<file path="src/rtl/user_counter_bank.sv">
// user_counter_bank: NUM_CH independent WIDTH-bit up/down counters with
// one-shot or auto-reload behaviour, controlled over a Wishbone slave port.
// Channel 0 is mirrored on the GPIO pads and the logic-analyzer outputs,
// LA inputs can pause individual channels, and sticky terminal-count flags
// feed irq[0].
//
// Bus handshake: a request (stb & cyc & address hit) seen while ack is low
// raises ack for exactly one cycle on the next clock. Read data is valid
// only while ack is high and is zero otherwise. A write is committed at the
// end of the ack cycle, so back-to-back requests are acked every other cycle.
module user_counter_bank #(
  parameter int          NUM_CH   = 4,
  parameter int          WIDTH    = 32,
  parameter logic [31:0] BASE_ADR = 32'h3000_0000,
  parameter int          IO_PADS  = 38
) (
  input  logic               wb_clk_i,
  input  logic               wb_rst_n_i,
  input  logic               wbs_stb_i,
  input  logic               wbs_cyc_i,
  input  logic               wbs_we_i,
  input  logic [3:0]         wbs_sel_i,
  input  logic [31:0]        wbs_dat_i,
  input  logic [31:0]        wbs_adr_i,
  output logic               wbs_ack_o,
  output logic [31:0]        wbs_dat_o,
  input  logic [127:0]       la_data_in,
  input  logic [127:0]       la_oenb,
  output logic [127:0]       la_data_out,
  input  logic [IO_PADS-1:0] io_in,
  output logic [IO_PADS-1:0] io_out,
  output logic [IO_PADS-1:0] io_oeb,
  output logic [2:0]         irq
);

  localparam int EXTW = 128 + IO_PADS;

  // CTRL field positions
  localparam int EN   = 0;
  localparam int DN   = 1;
  localparam int AR   = 2;
  localparam int IE   = 3;
  localparam int IOEN = 4;

  logic             r_ack;
  logic [4:0]       r_ctrl   [NUM_CH];
  logic [WIDTH-1:0] r_value  [NUM_CH];
  logic [WIDTH-1:0] r_reload [NUM_CH];
  logic [NUM_CH-1:0] r_tc;

  logic              w_hit;
  logic              w_req;
  logic              w_wr;
  logic [3:0]        w_ch;
  logic [1:0]        w_reg;
  logic              w_addr_ok;
  logic [31:0]       w_rd_raw;
  logic [31:0]       w_wmerge;
  logic [NUM_CH-1:0] w_wr_ch;
  logic [NUM_CH-1:0] w_run;
  logic [NUM_CH-1:0] w_cnt;
  logic [NUM_CH-1:0] w_term;
  logic [NUM_CH-1:0] w_ie;
  logic [EXTW-1:0]   w_ch0_ext;
  logic              w_unused;

  assign w_hit     = (wbs_adr_i[31:12] == BASE_ADR[31:12]);
  assign w_req     = wbs_stb_i & wbs_cyc_i & w_hit & ~r_ack;
  assign w_wr      = r_ack & wbs_stb_i & wbs_cyc_i & wbs_we_i;
  assign w_ch      = wbs_adr_i[7:4];
  assign w_reg     = wbs_adr_i[3:2];
  assign w_addr_ok = (wbs_adr_i[11:8] == 4'd0) && (int'(w_ch) < NUM_CH);

  // One-cycle ack pulse per request; ack low in between forces a gap
  always_ff @(posedge wb_clk_i or negedge wb_rst_n_i) begin
    if (!wb_rst_n_i) r_ack <= 1'b0;
    else             r_ack <= w_req;
  end

  // Register read mux; unmapped channels and addresses read as zero
  always_comb begin
    w_rd_raw = '0;
    for (int c = 0; c < NUM_CH; c++) begin
      if (w_ch == 4'(c)) begin
        case (w_reg)
          2'd0:    w_rd_raw = 32'(r_ctrl[c]);
          2'd1:    w_rd_raw = 32'(r_value[c]);
          2'd2:    w_rd_raw = 32'(r_reload[c]);
          default: w_rd_raw = 32'(r_tc[c]);
        endcase
      end
    end
    if (!w_addr_ok) w_rd_raw = '0;
  end

  // Byte-lane merge of write data over the current register contents
  always_comb begin
    w_wmerge = w_rd_raw;
    for (int b = 0; b < 4; b++) begin
      if (wbs_sel_i[b]) w_wmerge[8*b +: 8] = wbs_dat_i[8*b +: 8];
    end
  end

  // Per-channel run/terminal decode; a bus write to CTRL or VALUE suppresses
  // the count step of that channel for the cycle
  always_comb begin
    w_wr_ch = '0;
    w_run   = '0;
    w_cnt   = '0;
    w_term  = '0;
    w_ie    = '0;
    for (int c = 0; c < NUM_CH; c++) begin
      w_wr_ch[c] = w_wr && w_addr_ok && (w_ch == 4'(c));
      w_run[c]   = r_ctrl[c][EN] && !(!la_oenb[c] && la_data_in[c]);
      w_cnt[c]   = w_run[c] && !(w_wr_ch[c] && (w_reg == 2'd0 || w_reg == 2'd1));
      w_term[c]  = r_ctrl[c][DN] ? (r_value[c] == '0) : (r_value[c] == r_reload[c]);
      w_ie[c]    = r_ctrl[c][IE];
    end
  end

  // Channel state: bus writes, counting, terminal handling, sticky tc
  always_ff @(posedge wb_clk_i or negedge wb_rst_n_i) begin
    if (!wb_rst_n_i) begin
      for (int c = 0; c < NUM_CH; c++) begin
        r_ctrl[c]   <= '0;
        r_value[c]  <= '0;
        r_reload[c] <= '0;
      end
      r_tc <= '0;
    end else begin
      for (int c = 0; c < NUM_CH; c++) begin
        // CTRL: io enable exists only on channel 0
        if (w_wr_ch[c] && w_reg == 2'd0)
          r_ctrl[c] <= w_wmerge[4:0] & ((c == 0) ? 5'h1F : 5'h0F);
        else if (w_cnt[c] && w_term[c] && !r_ctrl[c][AR])
          r_ctrl[c][EN] <= 1'b0;

        // VALUE
        if (w_wr_ch[c] && w_reg == 2'd1)
          r_value[c] <= w_wmerge[WIDTH-1:0];
        else if (w_cnt[c]) begin
          if (w_term[c]) begin
            if (r_ctrl[c][AR]) r_value[c] <= r_ctrl[c][DN] ? r_reload[c] : '0;
          end else if (r_ctrl[c][DN]) begin
            r_value[c] <= r_value[c] - 1'b1;
          end else begin
            r_value[c] <= r_value[c] + 1'b1;
          end
        end

        // RELOAD
        if (w_wr_ch[c] && w_reg == 2'd2)
          r_reload[c] <= w_wmerge[WIDTH-1:0];

        // STATUS.tc: a terminal event wins over a same-cycle clear
        if (w_cnt[c] && w_term[c])
          r_tc[c] <= 1'b1;
        else if (w_wr_ch[c] && w_reg == 2'd3 && wbs_sel_i[0] && wbs_dat_i[0])
          r_tc[c] <= 1'b0;
      end
    end
  end

  assign w_ch0_ext   = EXTW'(r_value[0]);
  assign wbs_ack_o   = r_ack;
  assign wbs_dat_o   = r_ack ? w_rd_raw : '0;
  assign la_data_out = w_ch0_ext[127:0];
  assign io_out      = w_ch0_ext[IO_PADS-1:0];
  assign io_oeb      = {IO_PADS{~r_ctrl[0][IOEN]}};
  assign irq         = {2'b00, |(r_tc & w_ie)};

  assign w_unused = ^{io_in, la_data_in, la_oenb, wbs_adr_i[1:0], w_wmerge, w_ch0_ext};

endmodule
</file>
<file path="config.mk">
export PLATFORM = sky130hd
export DESIGN_NAME = user_counter_bank
export DESIGN_NICKNAME = d
export VERILOG_FILES = /design/src/rtl/user_counter_bank.sv
export SDC_FILE = /design/constraint.sdc
export NUM_CORES = 1
export LEC_CHECK = 0
export BUFFER_PORTS_ARGS = -buffer_cell sky130_fd_sc_hd__clkbuf_2
export CAP_MARGIN = 15
export CORE_UTILIZATION = 30
export CTS_CLUSTER_SIZE = 8
export DETAILED_ROUTE_END_ITERATION = 8
export HOLD_SLACK_MARGIN = 0.08
export SLEW_MARGIN = 20
export SYNTH_ARGS = -nofsm -noshare
export SYNTH_HDL_FRONTEND = slang
export SYNTH_SLANG_ARGS = --single-unit
export TNS_END_PERCENT = 30
</file>
<file path="constraint.sdc">
create_clock -name wb_clk_i -period 4.85 [get_ports wb_clk_i]
set_clock_uncertainty 0.1 [all_clocks]
set_input_delay 0.97 -clock wb_clk_i [delete_from_list [all_inputs] [get_ports wb_clk_i]]
set_output_delay 0.97 -clock wb_clk_i [all_outputs]
set_load 0.02 [all_outputs]
</file>
### Word level (Yosys, flattened, before mapping)

Index checks and enable logic that the tools add are counted.

* ROM bits: 0
* memories: 0
* memory bits (writable): 0
* bits of input ports: 367
* output and inout port bits: 240
* logic and storage cells: 207
* register bits after elaboration: 278
* bits in latches: 0

* shift operators: 0
* add/subtract/negate cells: 8
* multiply operators: 0
* equal/unequal tests: 15
* reduce and logical (&&, ||, !) cells: 95
* muxes and demuxes: 58
* divide/modulo/power cells: 0
* bitwise logic cells: 9
* order comparisons: 1

Operators with widths (count)
* 32-bit two-way mux: 30
* 32-bit case mux with 3 select lines: 4
* 32-bit by 1-bit adder with 32-bit output, second input constant: 4
* 32-bit == test: 4
* 32-bit logical NOT: 4
* 32-bit by 1-bit subtractor with 32-bit output, second input constant: 4
* 1-bit logical AND: 54
* 8-bit two-way mux: 4
* 2-bit nonzero test: 12
* 20-bit by 18-bit == test with 1-bit output, second input constant: 1
* 1-bit two-way mux: 20
* 1-bit logical NOT: 16
* 3-bit by 2-bit != test with 1-bit output, second input constant: 4
* 4-bit by 2-bit == test with 1-bit output, second input constant: 2
* 4-bit logical NOT: 2
* 2-bit AND reduction: 4
* 1-bit AND: 6
* 4-bit AND: 1
* 2-bit == test, second input constant: 2
* 4-bit by 1-bit == test with 1-bit output, second input constant: 1
* 4-bit by 3-bit < comparator with 1-bit output, second input constant: 1
* 4-bit OR reduction: 1
* 2-bit by 1-bit == test with 1-bit output, second input constant: 1
* 2-bit logical NOT: 1
* other kinds (2): 3

### Longest topological paths before layout

Gate-level depths: netlist of the first run.

* depth in word-level cells: 12
* mapped depth: 13
* mapped depth without buffers: 10

### Worst setup path after synthesis of the first run

Ideal clock, no wire load.

* kind: input port to output port
* start point: input port wbs_adr_i[2]
* end point: output port wbs_dat_o[20]
* path slack: 1.028 ns
* data required time: 3.780 ns
* arrival time: 2.752 ns
* stages: 8
* path buffers: 4
* cells stage by stage: nor2b_2 buf_6 buf_2 buf_2 buf_1 a22oi_1 o32a_1 nor3_1

* cells in the longest elaborated chain, start to end: 8
* elaborated cells on any way between the ends: 13
* classes of those cells: eq/ne (2); mux (10); reduce/logical (1)

RTL lines
* start: declaration: RTL line 24 `input logic [31:0] wbs_adr_i,`
* 2-bit == test (tied with other cells): RTL line 85 `case (w_reg)`
* 32-bit case mux with 3 select lines: RTL line 85
* 32-bit two-way mux (3 in a row): RTL line 84 `if (w_ch == 4'(c)) begin`
* 32-bit two-way mux (*): RTL line 84
* 32-bit two-way mux (*): RTL line 93 `if (!w_addr_ok) w_rd_raw = '0;`
* 32-bit two-way mux (*): RTL line 166 `assign wbs_dat_o = r_ack ? w_rd_raw : '0;`
* end: declaration: RTL line 26 `output logic [31:0] wbs_dat_o,`

Mark *: on every way between the ends. The rest lies on a longest branch, timed or not.

### Worst setup path after layout of the first run

* start point: input port wbs_adr_i[3]
* end point: output port wbs_dat_o[15]

The elaborated chain is that of the path after synthesis.

==> impl_metrics.yaml, run 1 <==
clock_network:
  htree_levels: 2
  cts_resized: 0
  cts-root-buf: "clkbuf_16"
  clock_latency_ns: 0.59
  clk_pin_slew_ns: 0.05
  cts_sinks: 278
  cts_setup_buffers: 0
  clockBufferDepth: 3
  cts_made_buffers: 40
  cts_tree: "yes"
  cts_hold_buf: 0
final_layout:
  finalInstanceArea_um2: 27600
  syn_to_final_growth_pct: 10.8
  nNetsFinal: 3694
  fin_cells: 4282
  drive_above_1_share: 0.145
  final_util: 0.336
floorplan:
  initial_core_util: 0.303
  core-area_um2: 82100
  die-area_um2: 84100
  die_w_um: 290
  std_cell_rows: 105
  ios: 607
  dieHeight_um: 290
synth:
  synth_most_common_cell: "nand2_1"
  yosysTopAreaCellShare: 0.279
  synth_largest_area_cell: "dfrtp_1"
  synth_seq_cells: 278
  synth_flop_cell: "dfrtp_1"
  synth_area_um2: 24900
  yosysWarnings: 0
  synthTopCellsByCount: "nand2_1 (293), dfrtp_1 (278), o21ai_0 (249), nor2_1 (246), a21oi_1 (239)"
  async_reset_ff_frac: 1.00
  ys_types: 93
  synth.area.top_cells: "dfrtp_1 (28%), buf_4 (6.3%), ha_1 (6.0%)"
  avgSynthCellArea_um2: 8.04
  syn_inst: 3096
  synth_edf_count: 0
  synth_seq_area_share: 0.279
critical_path:
  crit_slowest_cell: "nor3_1"
  critical_path_arrival_ns: 3.47
  critPathTopFamily: "buffers and inverters"
  slowest_delay_ns: 0.61
  crit_buf_inv: 4
  end_kind: "output pin"
  cp_max_fo: 60
  start_kind: "input port"
  crit_required_ns: 3.78
  rrSetupSlack_ns: 0.86
  crit_chain: "clkbuf_2 > nor2b_4 > buf_12 > buf_4 > a221oi_1 > nor3_1 > o21ai_1 > nor2_1 > clkbuf_2"
  path_class: "input port to output pin"
  crit_top_cell: "clkbuf_2"
sta:
  worst_pin_slew_ns: 1.06
  relSlewSlack: 0.288
  clock.fmax_ghz: 0.220
  rsz0062_at_grt: "no"
  min_period_ns: 4.54
  hold_viol: 0
  fin_tns_setup_ns: 0
  fin_crit_sh: 0.935
  setup_violations: 0
  slew_viol_final: 0
drt:
  ant_nets: 0
  drt-pass1-iter-count: 5
  drt_wl_total_um: 105000
  vias: 25500
  via_per_inst: 5.95
  drtIter0Drc: 3069
  wl_per_cell_um: 24.6
  drcViolationCount: 0
power_and_ir_drop:
  clockPowerShare: 0.480
  cellLeakagePower_nw: 12.9
  comb_power_share: 0.093
  p_int_mw: 3.92
  vdd_ir_drop_max_v: 0.000188
  p_switching_mw: 1.52
  powerDensity_nw_per_um2: 197
  swShare: 0.280
  sequentialPowerShare: 0.427
global_routing:
  grt_pass1_wl_um: 155000
  grt_pass1_vias: 23200
  grt.overflow.total: 0
  grt_max_degree: 108
  antenna_found_initial: 10
  grt_util_all_layers: 0.242
place:
  place_inst: 4231
  place.gp.congestion: 0.987
  post_dp_cell_area_um2: 26500
  hpwl_um: 78100
  port-buffer-count: 214
hold_path:
  hp-class: "input port to asynchronous set/reset pin"
run_status:
  outcome: "complete, no violations"
run:
  cap_violations: 0
placed cells by master, fill, tap and decap left out, types with 37 or more instances in the layout:
master / instances
a31oi_1: 52
a21o_1: 73
clkbuf_16: 40
dfrtp_1: 274
inv_1: 43
xor2_1: 133
a21oi_1: 238
ha_1: 120
clkbuf_2: 213
nor3_1: 94
o21ai_0: 249
a211oi_1: 39
nand4_1: 42
nor2_1: 245
a221oi_1: 117
o21ai_1: 37
nand2_1: 290
conb_1: 104
nand3_1: 82
xnor2_1: 87
buf_4: 127
nor4_1: 54
cells by family after synthesis:
group,Yosys count,share of synthesized area
muxes,39,0.0212
and+or+nand+nor,948,0.179
other,1,0.000151
xor gates and xnor gates,220,0.0774
buffers and inverters,429,0.0999
DFF,278,0.279
adders and majority gates,124,0.0635
AOI/OAI and AO/OA,1057,0.280
layer usage:
metal	up-vias	global-route usage	routed length [um]
met5	-	0	69
met4	12	0.0992	4710
met3	197	0.0734	12600
met2	1529	0.344	42900
met1	12300	0.336	44900
li1	11400	-	-
cell type report:
class / instances / area, um^2
flip-flops and latches: 278 / 6960
clock buffers: 45 / 1030
repair buffers: 347 / 2150
fillers: 8640 / 54500
inverters: 44 / 165
multi-input cells: 2492 / 15900
clock inverters: 3 / 48.8
diodes: 3 / 7.51
well taps: 1070 / 1340
state kept, by name, indices dropped and copies added, names as in the netlist:
| name | count |
|---|---|
| r_reload | 128 |
| wbs_ack_o | 1 |
| r_ctrl | 17 |
| io_out | 32 |
| r_tc | 4 |
| r_value | 96 |
final timing paths:
path / from / endpoint / cells after the start
worst max-delay path: wbs_adr_i[3] / wbs_dat_o[15] / 9
worst min-delay path: wb_rst_n_i / io_out[17] / 1
worst max register to register: r_ctrl[16] / io_out[31] / 10
worst min register to register: r_ctrl[3] / r_ctrl[3] / 2
max in group asynchronous: wb_rst_n_i / r_ctrl[6] / 2
min in group wb_clk_i: r_ctrl[3] / r_ctrl[3] / 2
power by group through the flow:
| stage | Combinational (mW) | Sequential, mW | Clock (mW) |
|---|---|---|---|
| finish | 0.507 | 2.32 | 2.61 |
| global route | 0.525 | 2.32 | 2.70 |
| CTS | 0.491 | 2.32 | 2.62 |
| detailed placement | 0.490 | 2.36 | 0 |
| global placement | 0.489 | 2.36 | 0 |
| floorplan | 0.276 | 2.36 | 0 |
through the flow:
stage | hold WS [ns] | total power, mW | worst slack (ns)
after global routing | 0.373 | 5.55 | 0.263
after detailed placement | 0.399 | 2.85 | 0.363
after CTS | 0.356 | 5.44 | 0.437
after floorplan | 0.371 | 2.64 | 1.03
after global placement | 0.394 | 2.85 | 0.445
final | 0.292 | 5.44 | 0.315
Power figures use the tool's default switching activity.
==> run 2, diff against run 1 <==
clock period = 5.87 ns   (was 4.85 ns; I/O delays follow)
==> run 2 against run 1 <==
Effect of this change: clock power is 15% lower; design area fell by 0.72%; non-clock buffer count shrank 33; critical path depth did not move; register-to-register slack improved by 1.1 ns; global-route usage is 0.30 points lower; sequential share of layout area up 0.18 points; die area is the same; final cell count down 0.77%; worst hold slack gained 0.13 ns; worst setup slack improved by 0.12 ns; flip-flop and latch count did not move.
==> impl_metrics.yaml, run 2 (synthesis gave the netlist of run 1 again) <==
global_routing:
  grt_pass1_wl_um: 153000
  grt_util_all_layers: 0.239
  antenna_found_initial: 6
  grt_max_degree: 92
  grt-busiest-layer: "met1"
  grtUsageMet3: 0.0662
  grt_pass1_vias: 22800
  grt.met2_usage: 0.337
  grt.overflow.total: 0
  met1_usage: 0.342
hold_path:
  hold_start: "r_ctrl[6]"
  hp-class: "flop to flop"
sta:
  fin_crit_sh: 0.926
  relSlewSlack: 0.268
  worst_pin_slew_ns: 1.09
  fin_tns_setup_ns: 0
  hold_viol: 0
  rsz0062_at_grt: "no"
  setup_violations: 0
  slew_viol_final: 0
  clock.fmax_ghz: 0.184
  min_period_ns: 5.43
final_layout:
  regMostFlops: "r_reload"
  final_common_cell: "nand2_1"
  fill_cells: 8581
  fin_cells: 4249
  drive_above_1_share: 0.137
  nNetsFinal: 3662
  finalInstanceArea_um2: 27400
  antenna_cells: 0
  syn_to_final_growth_pct: 10.0
  largest_reg_flops: 128
  final_cell_mix: "nand2_1 (290), dfrtp_1 (274), o21ai_0 (249), nor2_1 (245), a21oi_1 (238)"
drt:
  drcViolationCount: 0
  drt-pass1-iter-count: 8
  drt_wl_total_um: 104000
  via_per_inst: 5.98
  wl_per_cell_um: 24.4
  ant_nets: 0
  vias: 25400
  drtIter0Drc: 3500
power_and_ir_drop:
  powerDensity_nw_per_um2: 166
  cellLeakagePower_nw: 12.8
  vdd_ir_drop_max_v: 0.000168
run:
  cap_violations: 0
clock_network:
  cts_sinks: 278
  cts_resized: 0
  clk_pin_slew_ns: 0.05
  cts_setup_buffers: 0
  htree_levels: 2
  clockBufferDepth: 3
  cts_made_buffers: 41
  clock_latency_ns: 0.57
  cts-root-buf: "clkbuf_16"
  cts_tree: "yes"
  cts_hold_buf: 0
critical_path:
  cp_num_cells: 9
  worstSetupStartpoint: "wbs_adr_i[3]"
  critical_path_arrival_ns: 4.16
  crit_chain: "clkbuf_2 > nor2b_4 > buf_12 > buf_4 > a221oi_1 > nor3_1 > o21ai_1 > nor2_1 > clkbuf_2"
  rrSetupSlack_ns: 1.94
  crit_end: "wbs_dat_o[14]"
  cp_max_fo: 37
  r2r-start: "r_value[59]"
  crit_slowest_cell: "nor2b_4"
  critPathTopFamily: "simple AND/OR/NAND/NOR gates"
  crit_top_cell: "clkbuf_2"
  end_kind: "output pin"
  crit_required_ns: 4.60
  crit_buf_inv: 4
  slowest_delay_ns: 0.72
  reg2reg_depth: 9
  start_kind: "input port"
  r2r_end: "r_value[52]"
  path_class: "input port to output pin"
floorplan:
  core-area_um2: 82100
  die_w_um: 290
  die-area_um2: 84100
  ios: 607
  dieHeight_um: 290
  std_cell_rows: 105
  initial_core_util: 0.303
place:
  hpwl_um: 76700
  post_dp_cell_area_um2: 26200
  place_inst: 4198
  place.gp.congestion: 1.02
  port-buffer-count: 214
run_status:
  outcome: "complete, no violations"
## run 2: metal layers
| layer | vias to the layer above | wire, um |
|---|---|---|
| li1 | 11400 | - |
| met3 | 192 | 12000 |
| met2 | 1575 | 42300 |
| met1 | 12200 | 45200 |
| met4 | 10 | 4170 |
| met5 | - | 53 |
## run 2: cell type report
type                       instances  area [um^2]  share of cell area
inverter                          44          165             0.00603
timing repair buffer             314         1910              0.0696
sequential                       278         6960               0.254
clock inverter                     3         21.3            0.000777
clock buffer                      48         1100              0.0403
multi-input combinational       2492        15900               0.580
tap                             1070         1340              0.0489
## run 2: worst min-delay path by stage
stage / depth (start not counted) / endpoint / slack, ns
final: 2 / r_ctrl[6] / 0.42
after global routing: 2 / r_ctrl[6] / 0.44
after CTS: 2 / r_ctrl[6] / 0.41
after detailed placement: 2 / r_ctrl[6] / 0.40
after global placement: 2 / r_ctrl[6] / 0.38
after floorplan: 2 / r_ctrl[19] / 0.37
## run 2: per-stage QoR
stage	power, mW	setup WS [ns]	util	hold slack (ns)
final	4.55	0.436	0.334	0.418
after global routing	4.64	0.442	0.334	0.438
after CTS	4.54	0.609	0.333	0.414
after detailed placement	2.34	0.614	0.320	0.400
after global placement	2.34	0.584	0.320	0.385
after floorplan	2.18	1.64	-	0.371
## run 2: worst register-to-register path: stages (launching register included)
cell	delay, ns
dfrtp_1	0.47
xor2_1	0.22
nor4_1	0.64
nand3_1	0.14
nor3_1	0.50
nor2_1	0.16
o21ai_2	0.86
nand2_1	0.43
o22ai_1	0.22
a21oi_1	0.07
## run 2: where the power goes
| group | switching, mW | total (mW) | internal [mW] |
|---|---|---|---|
| clock network | 0.919 | 2.22 | 1.31 |
| registers | 0.0000189 | 1.92 | 1.92 |
| logic | 0.319 | 0.406 | 0.0863 |
